--- config.mk ---
export PLATFORM = sky130hd
export DESIGN_NAME = halut_result_collector
export DESIGN_NICKNAME = d
export VERILOG_FILES = /design/src/rtl/halut_result_collector.sv
export SDC_FILE = /design/constraint.sdc
export NUM_CORES = 1
export LEC_CHECK = 0
export BUFFER_PORTS_ARGS = -buffer_cell sky130_fd_sc_hd__buf_2
export CAP_MARGIN = 0
export CELL_PAD_IN_SITES_DETAIL_PLACEMENT = 0
export CELL_PAD_IN_SITES_GLOBAL_PLACEMENT = 1
export CORE_MARGIN = 5
export CORE_UTILIZATION = 50
export CTS_CLUSTER_SIZE = 24
export DETAILED_ROUTE_END_ITERATION = 8
export HOLD_SLACK_MARGIN = 0.02
export PLACE_DENSITY_LB_ADDON = 0.1
export SLEW_MARGIN = 40
export SYNTH_ARGS = -nofsm -noshare
export SYNTH_HDL_FRONTEND = slang
export SYNTH_SLANG_ARGS = --single-unit
--- constraint.sdc ---
create_clock -name clk_i -period 3 [get_ports clk_i]
set_input_delay 0.6 -clock clk_i [delete_from_list [all_inputs] [get_ports clk_i]]
set_output_delay 0.6 -clock clk_i [all_outputs]
set_load 0.05 [all_outputs]
--- src/rtl/halut_result_collector.sv ---
// Result collector for the HALUT decoder-array stream.
// Tracks decoder index order, tags row ends, buffers in a FWFT FIFO.
module halut_result_collector #(
    parameter int DecoderUnits = 16,
    parameter int FifoDepth    = 32,
    parameter int DecAddrWidth = $clog2(DecoderUnits),
    parameter int CntWidth     = $clog2(FifoDepth) + 1
) (
    input  logic                    clk_i,
    input  logic                    rst_i,
    input  logic [31:0]             result_i,
    input  logic                    valid_i,
    input  logic [DecAddrWidth-1:0] m_addr_i,
    input  logic                    clear_i,
    output logic [31:0]             out_data_o,
    output logic [DecAddrWidth-1:0] out_m_addr_o,
    output logic                    out_last_o,
    output logic                    out_valid_o,
    input  logic                    out_ready_i,
    output logic [CntWidth-1:0]     count_o,
    output logic                    overflow_o,
    output logic                    seq_err_o,
    output logic [15:0]             rows_o
);

    localparam int PtrWidth   = $clog2(FifoDepth);
    localparam int EntryWidth = 1 + DecAddrWidth + 32;

    localparam logic [DecAddrWidth-1:0] LastAddr  = DecAddrWidth'(DecoderUnits - 1);
    localparam logic [CntWidth-1:0]     FullCount = CntWidth'(FifoDepth);

    logic [EntryWidth-1:0]   r_mem [FifoDepth];
    logic [PtrWidth-1:0]     r_wr_ptr;
    logic [PtrWidth-1:0]     r_rd_ptr;
    logic [CntWidth-1:0]     r_count;
    logic [DecAddrWidth-1:0] r_exp;
    logic                    r_overflow;
    logic                    r_seq_err;
    logic [15:0]             r_rows;

    logic [EntryWidth-1:0]   w_head;
    logic [EntryWidth-1:0]   w_entry;
    logic                    w_head_valid;
    logic                    w_head_last;
    logic                    w_full;
    logic                    w_pop;
    logic                    w_push;
    logic                    w_drop;

    assign w_head  = r_mem[r_rd_ptr];
    assign w_entry = {(m_addr_i == LastAddr), m_addr_i, result_i};

    // Handshake decode: clear suppresses both push and pop; a pop frees a slot
    always_comb begin
        w_head_valid = (r_count != '0);
        w_head_last  = w_head_valid && w_head[EntryWidth-1];
        w_full       = (r_count == FullCount);
        w_pop        = w_head_valid && out_ready_i && !clear_i;
        w_push       = valid_i && !clear_i && (!w_full || w_pop);
        w_drop       = valid_i && !clear_i && !w_push;
    end

    // Storage array; contents are only observed through the count-qualified head
    always_ff @(posedge clk_i) begin
        if (w_push) begin
            r_mem[r_wr_ptr] <= w_entry;
        end
    end

    // Pointers and occupancy
    always_ff @(posedge clk_i or posedge rst_i) begin
        if (rst_i) begin
            r_wr_ptr <= '0;
            r_rd_ptr <= '0;
            r_count  <= '0;
        end else if (clear_i) begin
            r_wr_ptr <= '0;
            r_rd_ptr <= '0;
            r_count  <= '0;
        end else begin
            if (w_push) begin
                r_wr_ptr <= r_wr_ptr + PtrWidth'(1);
            end
            if (w_pop) begin
                r_rd_ptr <= r_rd_ptr + PtrWidth'(1);
            end
            unique case ({w_push, w_pop})
                2'b10:   r_count <= r_count + CntWidth'(1);
                2'b01:   r_count <= r_count - CntWidth'(1);
                default: r_count <= r_count;
            endcase
        end
    end

    // Index tracker mirroring the producer's gather counter, plus sticky error
    always_ff @(posedge clk_i or posedge rst_i) begin
        if (rst_i) begin
            r_exp     <= '0;
            r_seq_err <= 1'b0;
        end else if (clear_i) begin
            r_exp     <= '0;
            r_seq_err <= 1'b0;
        end else if (!valid_i) begin
            r_exp <= '0;
        end else if (m_addr_i == r_exp) begin
            r_exp <= r_exp + DecAddrWidth'(1);
        end else begin
            r_exp     <= m_addr_i + DecAddrWidth'(1);
            r_seq_err <= 1'b1;
        end
    end

    // Sticky overflow and saturating completed-row counter
    always_ff @(posedge clk_i or posedge rst_i) begin
        if (rst_i) begin
            r_overflow <= 1'b0;
            r_rows     <= '0;
        end else if (clear_i) begin
            r_overflow <= 1'b0;
            r_rows     <= '0;
        end else begin
            if (w_drop) begin
                r_overflow <= 1'b1;
            end
            if (w_pop && w_head_last && (r_rows != 16'hFFFF)) begin
                r_rows <= r_rows + 16'd1;
            end
        end
    end

    assign out_valid_o  = w_head_valid;
    assign out_last_o   = w_head_last;
    assign out_data_o   = w_head_valid ? w_head[31:0] : '0;
    assign out_m_addr_o = w_head_valid ? w_head[32 +: DecAddrWidth] : '0;
    assign count_o      = r_count;
    assign overflow_o   = r_overflow;
    assign seq_err_o    = r_seq_err;
    assign rows_o       = r_rows;

endmodule
Word level (Yosys, flattened, before mapping)
Memories as Yosys holds them, arrays and structs flattened.
Cells that the tools add are included.
{"block": "totals", "register_bits": 38, "ramBits": 1184, "inputBits": 41, "out_inout_bits": 62, "wordCells": 62, "memories": 1}
{"block": "op_classes", "addsub": 7, "n_eq_ne": 7, "muxes": 20, "n_reduce_logical": 20}
{"memory": "r_mem", "words": 32, "word_bits": 37, "rd": 1, "rd_clocked_by_memory_dff": 0, "write_ports": 1, "line": "32", "text": "logic [EntryWidth-1:0] r_mem [FifoDepth];"}
{"op": "$mux W16", "n": 2}
{"op": "$mux W32", "n": 1}
{"op": "$mux W5", "n": 4}
{"op": "$add A16 B1 Y16 const B", "n": 1}
{"op": "$mux W4", "n": 4}
{"op": "$ne A16 B16 Y1 const B", "n": 1}
{"op": "$pmux W6 S2", "n": 1}
{"op": "$add A5 B1 Y5 const B", "n": 2}
{"op": "$reduce_bool A2 Y1", "n": 5}
{"op": "$add A4 B1 Y4 const B", "n": 2}
{"op": "$logic_and A1 B1 Y1", "n": 8}
{"op": "$mux W1", "n": 7}
{"op": "$add A6 B1 Y6 const B", "n": 1}
{"op": "$eq A6 B6 Y1 const B", "n": 1}
{"op": "$mux W6", "n": 1}
{"op": "$reduce_bool A6 Y1", "n": 1}
{"op": "$sub A6 B1 Y6 const B", "n": 1}
{"op": "$eq A4 B4 Y1", "n": 1}
{"op": "$eq A4 B4 Y1 const B", "n": 1}
{"op": "$logic_not A1 Y1", "n": 3}
{"op": "$reduce_bool A3 Y1", "n": 1}
{"op": "$eq A2 B1 Y1 const B", "n": 1}
{"op": "$eq A2 B2 Y1 const B", "n": 1}
{"op": "$ne A2 B2 Y1 const B", "n": 1}
{"op": "2 further kinds", "n": 2}

Logic depth before layout (Yosys ltp)
Gate-level depths: netlist of run 1.
{"block": "logic_depth", "ltp_word": 9, "mapped_depth": 11}

Worst setup path before layout of run 1
OpenSTA, ideal clock, no wires.
{"block": "synth_path", "kind": "register -> register", "from": "register r_count[1] (netlist: count_o[1])", "to": "memory r_mem[31][0] (netlist bit) (enable)", "setup_ns": 0.431, "t_arrival_ns": 3.233, "t_required_ns": 2.569, "slack_ns": -0.665, "path_stages_with_launch": 5, "path_buffers": 0, "synth_period_minus_slack_ns": 3.665, "path_cell_list": "dfrtp_1 -> nor4_1 -> a31oi_1 -> nand2_1 -> nor2_1"}
{"block": "synth_via", "elab_chain_len": 7, "elab_cells_between_ends": 9, "classes_between": "1 x eq/ne; 2 x mux; 6 x reduce/logical"}
{"element": "start, declared", "line": "35", "text": "logic [CntWidth-1:0] r_count;"}
{"element": "start signal, assigned", "line": "88", "text": "2'b10: r_count <= r_count + CntWidth'(1);"}
{"element": "start signal, assigned", "line": "89", "text": "2'b01: r_count <= r_count - CntWidth'(1);"}
{"element": "start signal, assigned", "line": "90", "text": "default: r_count <= r_count;"}
{"element": "$reduce_bool A6 Y1", "line": "55", "text": "w_head_valid = (r_count != '0);"}
{"element": "$logic_and A1 B1 Y1 (2 in series)", "line": "58", "text": "w_pop = w_head_valid && out_ready_i && !clear_i;"}
{"element": "$logic_or A1 B1 Y1 (*)", "line": "59", "text": "w_push = valid_i && !clear_i && (!w_full || w_pop);"}
{"element": "$logic_and A1 B1 Y1 (*)", "line": "59"}
{"element": "$mux W1 (*)", "line": "65", "text": "if (w_push) begin"}
{"element": "$mux W1 (not written as such) (*)", "line": "66", "text": "r_mem[r_wr_ptr] <= w_entry;"}
{"element": "end, declared", "line": "32"}
Every way passes the cells marked *; elsewhere a longest branch is shown, timed or not.

Worst setup path after layout of run 1
{"block": "layout_path", "from": "register r_rd_ptr[0]", "to": "output out_data_o[29]"}
{"block": "layout_via", "elab_chain_len": 2}
{"element": "start, declared", "line": "34", "text": "logic [PtrWidth-1:0] r_rd_ptr;"}
{"element": "start signal, assigned", "line": "85", "text": "r_rd_ptr <= r_rd_ptr + PtrWidth'(1);"}
{"element": "$mem_v2 Z32 W37"}
{"element": "$mux W32", "line": "133", "text": "assign out_data_o = w_head_valid ? w_head[31:0] : '0;"}
{"element": "end, declared", "line": "15", "text": "output logic [31:0] out_data_o,"}
Every way passes these cells.

==> flow_summary.ini, run 1 <==
[outcome]
outcome = complete, but fails checks
violations = negative setup slack

[timing]
fin_crit_ns = 3.783
finalClockSkew_ns = 0.02407
hold_ws_ns = 0.1033
setup_viol = 38
fmax_ghz = 0.2644
worstMarginPinSlew_ns = 0.6457
rsz0062_at_grt = true
fin_crit_sh_pct = 126.1
hold_violations = 0
relSlewSlack_pct = 56.95
slew_violations = 0
fin_ws_ns = -0.7827

[yosys]
synth_xor_area_share_pct = 0.3335
synth-edff-count = 1184
syn_avg_cell_area_um2 = 23.45
syn_inst = 2016
synth_compound_area_share_pct = 0.4871
synth_ff_type = edfxtp_1
syn_nets = 2069
ys_types = 45
synth_fa_ha_area_share_pct = 0.3335
synth_mux_area_share_pct = 18.60
synthSimpleGateAreaFrac_pct = 1.909
synth_top_family_by_area = multiplexers
synthArstFlopShare_pct = 3.110
ys_seq_area_share_pct = 77.23
yosysWarnings = 0
synth.ff_latch_count = 1222
syn_area_um2 = 47270

[worst_setup_path]
cp.required_ns = 2.40
arrival_ns = 3.18
rr_worst_depth = 12
crit_fanout = 6
end_kind = output pin
worst_setup_path_start_kind = flip-flop
crit_type = flip-flop to output pin

[grt]
grt_pass1_wl_mm = 169.9
gr-usage-all-layers_pct = 23.50
grt_max_degree = 47
grt_pass1_vias = 23623
antenna_found_initial = 4
grt-ovfl-total = 0

[layout]
stdcell_count = 3708
post-route-util_pct = 60.36
drive_gt1_share_pct = 38.13
finish.instance_area_um2 = 56510
layout_commonest_cell = edfxtp_1
fin_nets = 2403
layout_common_cells = 1184 x edfxtp_1, 364 x mux4_2, 142 x clkbuf_16
syn_to_final_growth_pct = 19.55

[placed_design]
portBuffers = 102
placedCellCount = 3433
hpwl_mm = 62.22
placed_area_um2 = 51340
finalWeightedCongestion = 0.7424

[die]
die_x_um = 317.5
io_pins = 103
initial_core_util_pct = 50.49
die_area_um2 = 100800
die_h_um = 317.5
rows = 112
core-area_um2 = 93610

[clock_network]
clk_latency_ns = 0.74
htree_num_levels = 4
cts_buffers = 132
cts.sinks = 1222
cts_tree = done
clockBufferDepth = 3
cts.clk_slew.worst_paths_ns = 0.06
root_buffer = clkbuf_16

[detailed_routing]
num_vias = 22760
drt_iter0_drc = 2376
wirelength_mm = 120.1
ant_nets = 0
vias_per_cell = 6.138
firstDrtPassIters = 7
drc_errors = 0
wl_per_cell_um = 32.38

[power_and_ir_drop]
comb_power_share_pct = 21.2
p_int_uw = 32500
cellLeakagePower_uw = 0.01786
sequentialPowerShare_pct = 43.4
p_total_uw = 43580
powerDensity_nw_per_um2 = 771.2
p_sw_uw = 11070
vdd_ir_drop_max_mv = 0.7286
power_frac_clock_pct = 35.3
switching_share_pct = 25.41

[worst_hold_path]
whs_path_depth = 2
hp-class = primary input to flip-flop

[flow_run]
cap_violations = 0
cells in the mapped netlist, drive strengths merged, types with 12 or more instances:
| master | number | share of area [%] |
|---|---|---|
| a21oi | 12 | 0.13 |
| buf | 60 | 0.60 |
| clkbuf | 45 | 0.42 |
| dfrtp | 38 | 2.0 |
| edfxtp | 1184 | 75 |
| mux2i | 47 | 1.0 |
| mux4 | 364 | 17 |
| nand2 | 20 | 0.16 |
| nand3 | 14 | 0.15 |
| nor2 | 103 | 0.82 |
| nor2b | 12 | 0.16 |
flip-flops by register name, indices dropped and copies added (netlist names):
name	cells
seq_err_o	1
r_mem	1184
r_wr_ptr	5
count_o	6
overflow_o	1
rows_o	16
r_exp	4
r_rd_ptr	5
path summary, 6_finish.rpt:
kind / from / endpoint / slack [ns]
worst max-delay path: r_rd_ptr[0] / out_data_o[29] / -0.78
worst min-delay path: m_addr_i[0] / r_exp[0] / 0.10
worst max register to register: r_rd_ptr[0] / rows_o[3] / 0.09
worst min register to register: seq_err_o / seq_err_o / 0.53
max in group asynchronous: rst_i / r_rd_ptr[0] / 2.00
min in group asynchronous: rst_i / rows_o[13] / 0.56
kinds of logic after synthesis:
family | Yosys count
xor gates and xnor gates | 18
adders and majority gates | 12
buffers and inverters | 116
muxes | 422
DFF | 1222
AOI/OAI and AO/OA | 35
and+or+nand+nor | 191
layer usage:
layer,vias to the layer above,wire [um],GRT usage [%]
met2,861,60010,38.58
li1,9289,-,-
met1,12438,49620,33.51
met4,2,2418,5.827
met3,170,7992,4.131
met5,-,12,0
final cells by class:
class	instances	area (um^2)
antenna	2	5.005
clock buffer	169	3506
clock inverter	67	594.3
fill	6673	37100
inverter	11	50.05
multi-input combinational	678	10600
sequential	1222	36520
tap	1254	1569
timing repair buffer	305	3657
what timing repair did:
action	4_1_cts	5_1_grt
hold buffers	1	0
endpoints found under the hold margin	38	0
pin swaps	3	9
cloned	5	11
resized for setup	100	42
buffers inserted	17	8
setup endpoints to repair	38	42
through the flow:
stage / TNS (ns) / setup slack [ns]
floorplan: -123.43 / -0.1221
global placement: -1.750 / -0.2726
detailed placement: -1.815 / -0.2756
CTS: -29.35 / -0.8633
global route: -31.15 / -0.8907
finish: -27.13 / -0.7827
power by group through the flow:
stage               Clock (uW)  Combinational (uW)  Sequential, uW
global placement             0                7890           19300
global route             16500                9800           18900
detailed placement           0                7950           19300
floorplan                    0                5310           19400
CTS                      15700                8930           18900
finish                   15400                9260           18900
critical path: stages, from the launching register on:
cell,delay [ns]
dfrtp_4,0.51
buf_12,0.16
buf_6,0.13
buf_12,0.14
mux4_2,0.43
mux4_2,0.49
mux2i_1,0.20
buf_4,0.18
nor2_1,0.06
buf_6,0.16
Power figures use the tool's default switching activity.
==> inputs of run 2 (changes only) <==
--- a/config.mk
+++ b/config.mk
@@ -5,12 +5,13 @@
 export SDC_FILE = /design/constraint.sdc
 export NUM_CORES = 1
 export LEC_CHECK = 0
+export ABC_AREA = 1
 export BUFFER_PORTS_ARGS = -buffer_cell sky130_fd_sc_hd__buf_2
 export CAP_MARGIN = 0
 export CELL_PAD_IN_SITES_DETAIL_PLACEMENT = 0
 export CELL_PAD_IN_SITES_GLOBAL_PLACEMENT = 1
 export CORE_MARGIN = 5
-export CORE_UTILIZATION = 50
+export CORE_UTILIZATION = 47
 export CTS_CLUSTER_SIZE = 24
 export DETAILED_ROUTE_END_ITERATION = 8
 export HOLD_SLACK_MARGIN = 0.02
==> run 2 against run 1 <==
  * The flow still finishes with violations (negative setup slack)
  * Area after synthesis rose by 3.1%
  * Highest routed layer unchanged
  * Synthesized cell count rose by 90%
  * Non-clock buffer count rose by 118
  * Sequential share of layout area fell by 4.7 points
==> flow_summary.ini, run 2 <==
[clock_network]
htree_num_levels = 4
cts_buffers = 132
root_buffer = clkbuf_16
clk_latency_ns = 0.73
cts_tree = done
clockBufferDepth = 3
cts.sinks = 1222
cts.clk_slew.worst_paths_ns = 0.06

[detailed_routing]
vias_per_cell = 6.055
ant_nets = 0
firstDrtPassIters = 5
drt_iter0_drc = 3808
drc_errors = 0
num_vias = 33998
wl_per_cell_um = 29.07
wirelength_mm = 163.2

[layout]
drive_gt1_share_pct = 18.19
fin_nets = 4183
stdcell_count = 5615
layout_commonest_cell = edfxtp_1
largest_register_ffs = 1184
syn_to_final_growth_pct = 24.90
multiInputGateArea_um2 = 11620
n_fill_cell = 8071
post-route-util_pct = 58.92
layout_common_cells = 1184 x edfxtp_1, 747 x nor2_1, 496 x o21ai_0
top_register = r_mem
ff_latch_area_um2 = 36520

[die]
die_area_um2 = 110300
die_x_um = 332.1
rows = 118
die_h_um = 332.1
initial_core_util_pct = 47.17
io_pins = 103
core-area_um2 = 103300

[worst_setup_path]
rr_worst_depth = 12
r2r-end = count_o[5]
crit_fanout = 12
worst_setup_path_start_kind = flip-flop
crit_type = flip-flop to output pin
cp.required_ns = 2.40
reg2reg_from = count_o[5]
r2r_setup_slack_ns = 0.35
end_kind = output pin
arrival_ns = 2.86

[yosys]
synth_top_cells_by_count = 1184 x edfxtp_1, 839 x nor2_1, 618 x o21ai_0
ys_types = 33
synth.ff_latch_count = 1222
syn_nets = 3883
synth_ff_type = edfxtp_1
syn_inst = 3830
synth-edff-count = 1184
syn_area_um2 = 48750
syn_avg_cell_area_um2 = 12.73
synth_top_area_cell = edfxtp_1
yosysTopAreaCellShare_pct = 72.93
synthMostInstantiatedCell = edfxtp_1
yosysWarnings = 0
yosys-top-cells-area = edfxtp_1 73%, nor2_1 6.5%, o21ai_0 6.3%, nand2_1 2.0%, dfrtp_1 2.0%
synthArstFlopShare_pct = 3.110
ys_seq_area_share_pct = 74.88

[timing]
finalClockSkew_ns = 0.02885
relSlewSlack_pct = 52.60
setup_viol = 37
hold_ws_ns = 0.1619
fin_crit_ns = 3.464
fin_crit_sh_pct = 115.5
tns_ns = -14.50
rsz0062_at_grt = true
fmax_ghz = 0.2887
fin_ws_ns = -0.4640
hold_violations = 0
worstMarginPinSlew_ns = 0.7036
slew_violations = 0

[power_and_ir_drop]
cellLeakagePower_uw = 0.02079
switching_share_pct = 28.69
sequentialPowerShare_pct = 40.7
power_frac_clock_pct = 35.1
comb_power_share_pct = 24.2
p_int_uw = 33140
p_sw_uw = 13330
vdd_ir_drop_max_mv = 0.5363
powerDensity_nw_per_um2 = 763.2

[grt]
grt-ovfl-total = 0
grt_pass1_vias = 31816
grt_pass1_wl_mm = 223.5
grt_max_degree = 56
antenna_found_initial = 10
gr-usage-all-layers_pct = 27.66

[worst_hold_path]
whs_endpoint = r_exp[1]
whs_path_depth = 3
hp-class = primary input to flip-flop
hp-start = valid_i

[flow_run]
cap_violations = 0

[placed_design]
hpwl_mm = 80.96
portBuffers = 102
pre_cts_ws_ns = 0.007663
finalWeightedCongestion = 0.7954
placedCellCount = 5255

[outcome]
violations = negative setup slack
outcome = complete, but fails checks
-- run 2: timing repair --
item                                    in CTS  in global routing
hold buffers                                 1                  0
hold endpoints to repair                    38                  0
endpoints found under the setup margin      37                 37
setup buffers                               34                 21
gates resized for setup                    182                243
gates cloned                                24                 48
pin swaps                                   41                101
-- run 2: per-stage QoR --
step | area (um^2) | power [uW]
floorplan | 48860 | 24040
global route | 60890 | 48040
finish | 60890 | 46470
detailed placement | 53200 | 27730
global placement | 53200 | 27630
CTS | 59040 | 45210
-- run 2: power by group through the flow --
stage | clock network [uW] | logic (uW) | registers (uW)
finish | 16300 | 11300 | 18900
global route | 17300 | 11900 | 18900
CTS | 16500 | 9760 | 18900
detailed placement | 0 | 8470 | 19300
global placement | 0 | 8370 | 19300
floorplan | 0 | 4720 | 19300
-- run 2: kinds of logic after synthesis --
group / synth area share (%)
AOI/OAI and AO/OA: 11.08
xor gates and xnor gates: 0.3593
and+or+nand+nor: 10.58
adders and majority gates: 0.3234
DFF: 74.88
buffers and inverters: 2.787
-- run 2: how the worst max path moves through the flow --
stage	depth (start not counted)	slack [ns]	endpoint	startpoint
after floorplan	6	-0.32	r_mem[15][0]	count_o[4]
after global placement	11	0.02	out_data_o[27]	r_rd_ptr[0]
after detailed placement	11	0.008	out_data_o[27]	r_rd_ptr[0]
after CTS	11	-0.53	out_data_o[27]	r_rd_ptr[0]
after global routing	12	-0.57	out_data_o[29]	r_rd_ptr[0]
final	11	-0.46	out_data_o[25]	r_rd_ptr[0]
-- run 2: worst max-delay path, stage by stage, from the launching register on --
cell	delay, ns
dfrtp_4	0.53
buf_12	0.18
buf_12	0.15
buf_4	0.18
o21ai_0	0.17
o22ai_1	0.09
nand2_1	0.08
nand3_1	0.11
a31oi_4	0.22
nor2_1	0.09
buf_4	0.17
buf_12	0.15
-- run 2: area by class of cell --
cell class                      count  share of cell area (%)
Sequential cell                  1222                   59.97
Antenna cell                        3                 0.01233
Inverter                           56                  0.4377
Timing Repair inverter              2                 0.07603
Clock buffer                      159                   5.782
Timing Repair Buffer              423                   10.47
Clock inverter                     77                   1.331
Tap cell                         1380                   2.836
Multi-Input combinational cell   2293                   19.08
-- run 2: routing by layer --
metal	wire length [um]	vias up	track usage, %
li1	-	14744	-
met1	64840	17325	37.63
met2	81080	1641	47.14
met3	12620	286	4.154
met4	4675	2	7.240
met5	13	-	0
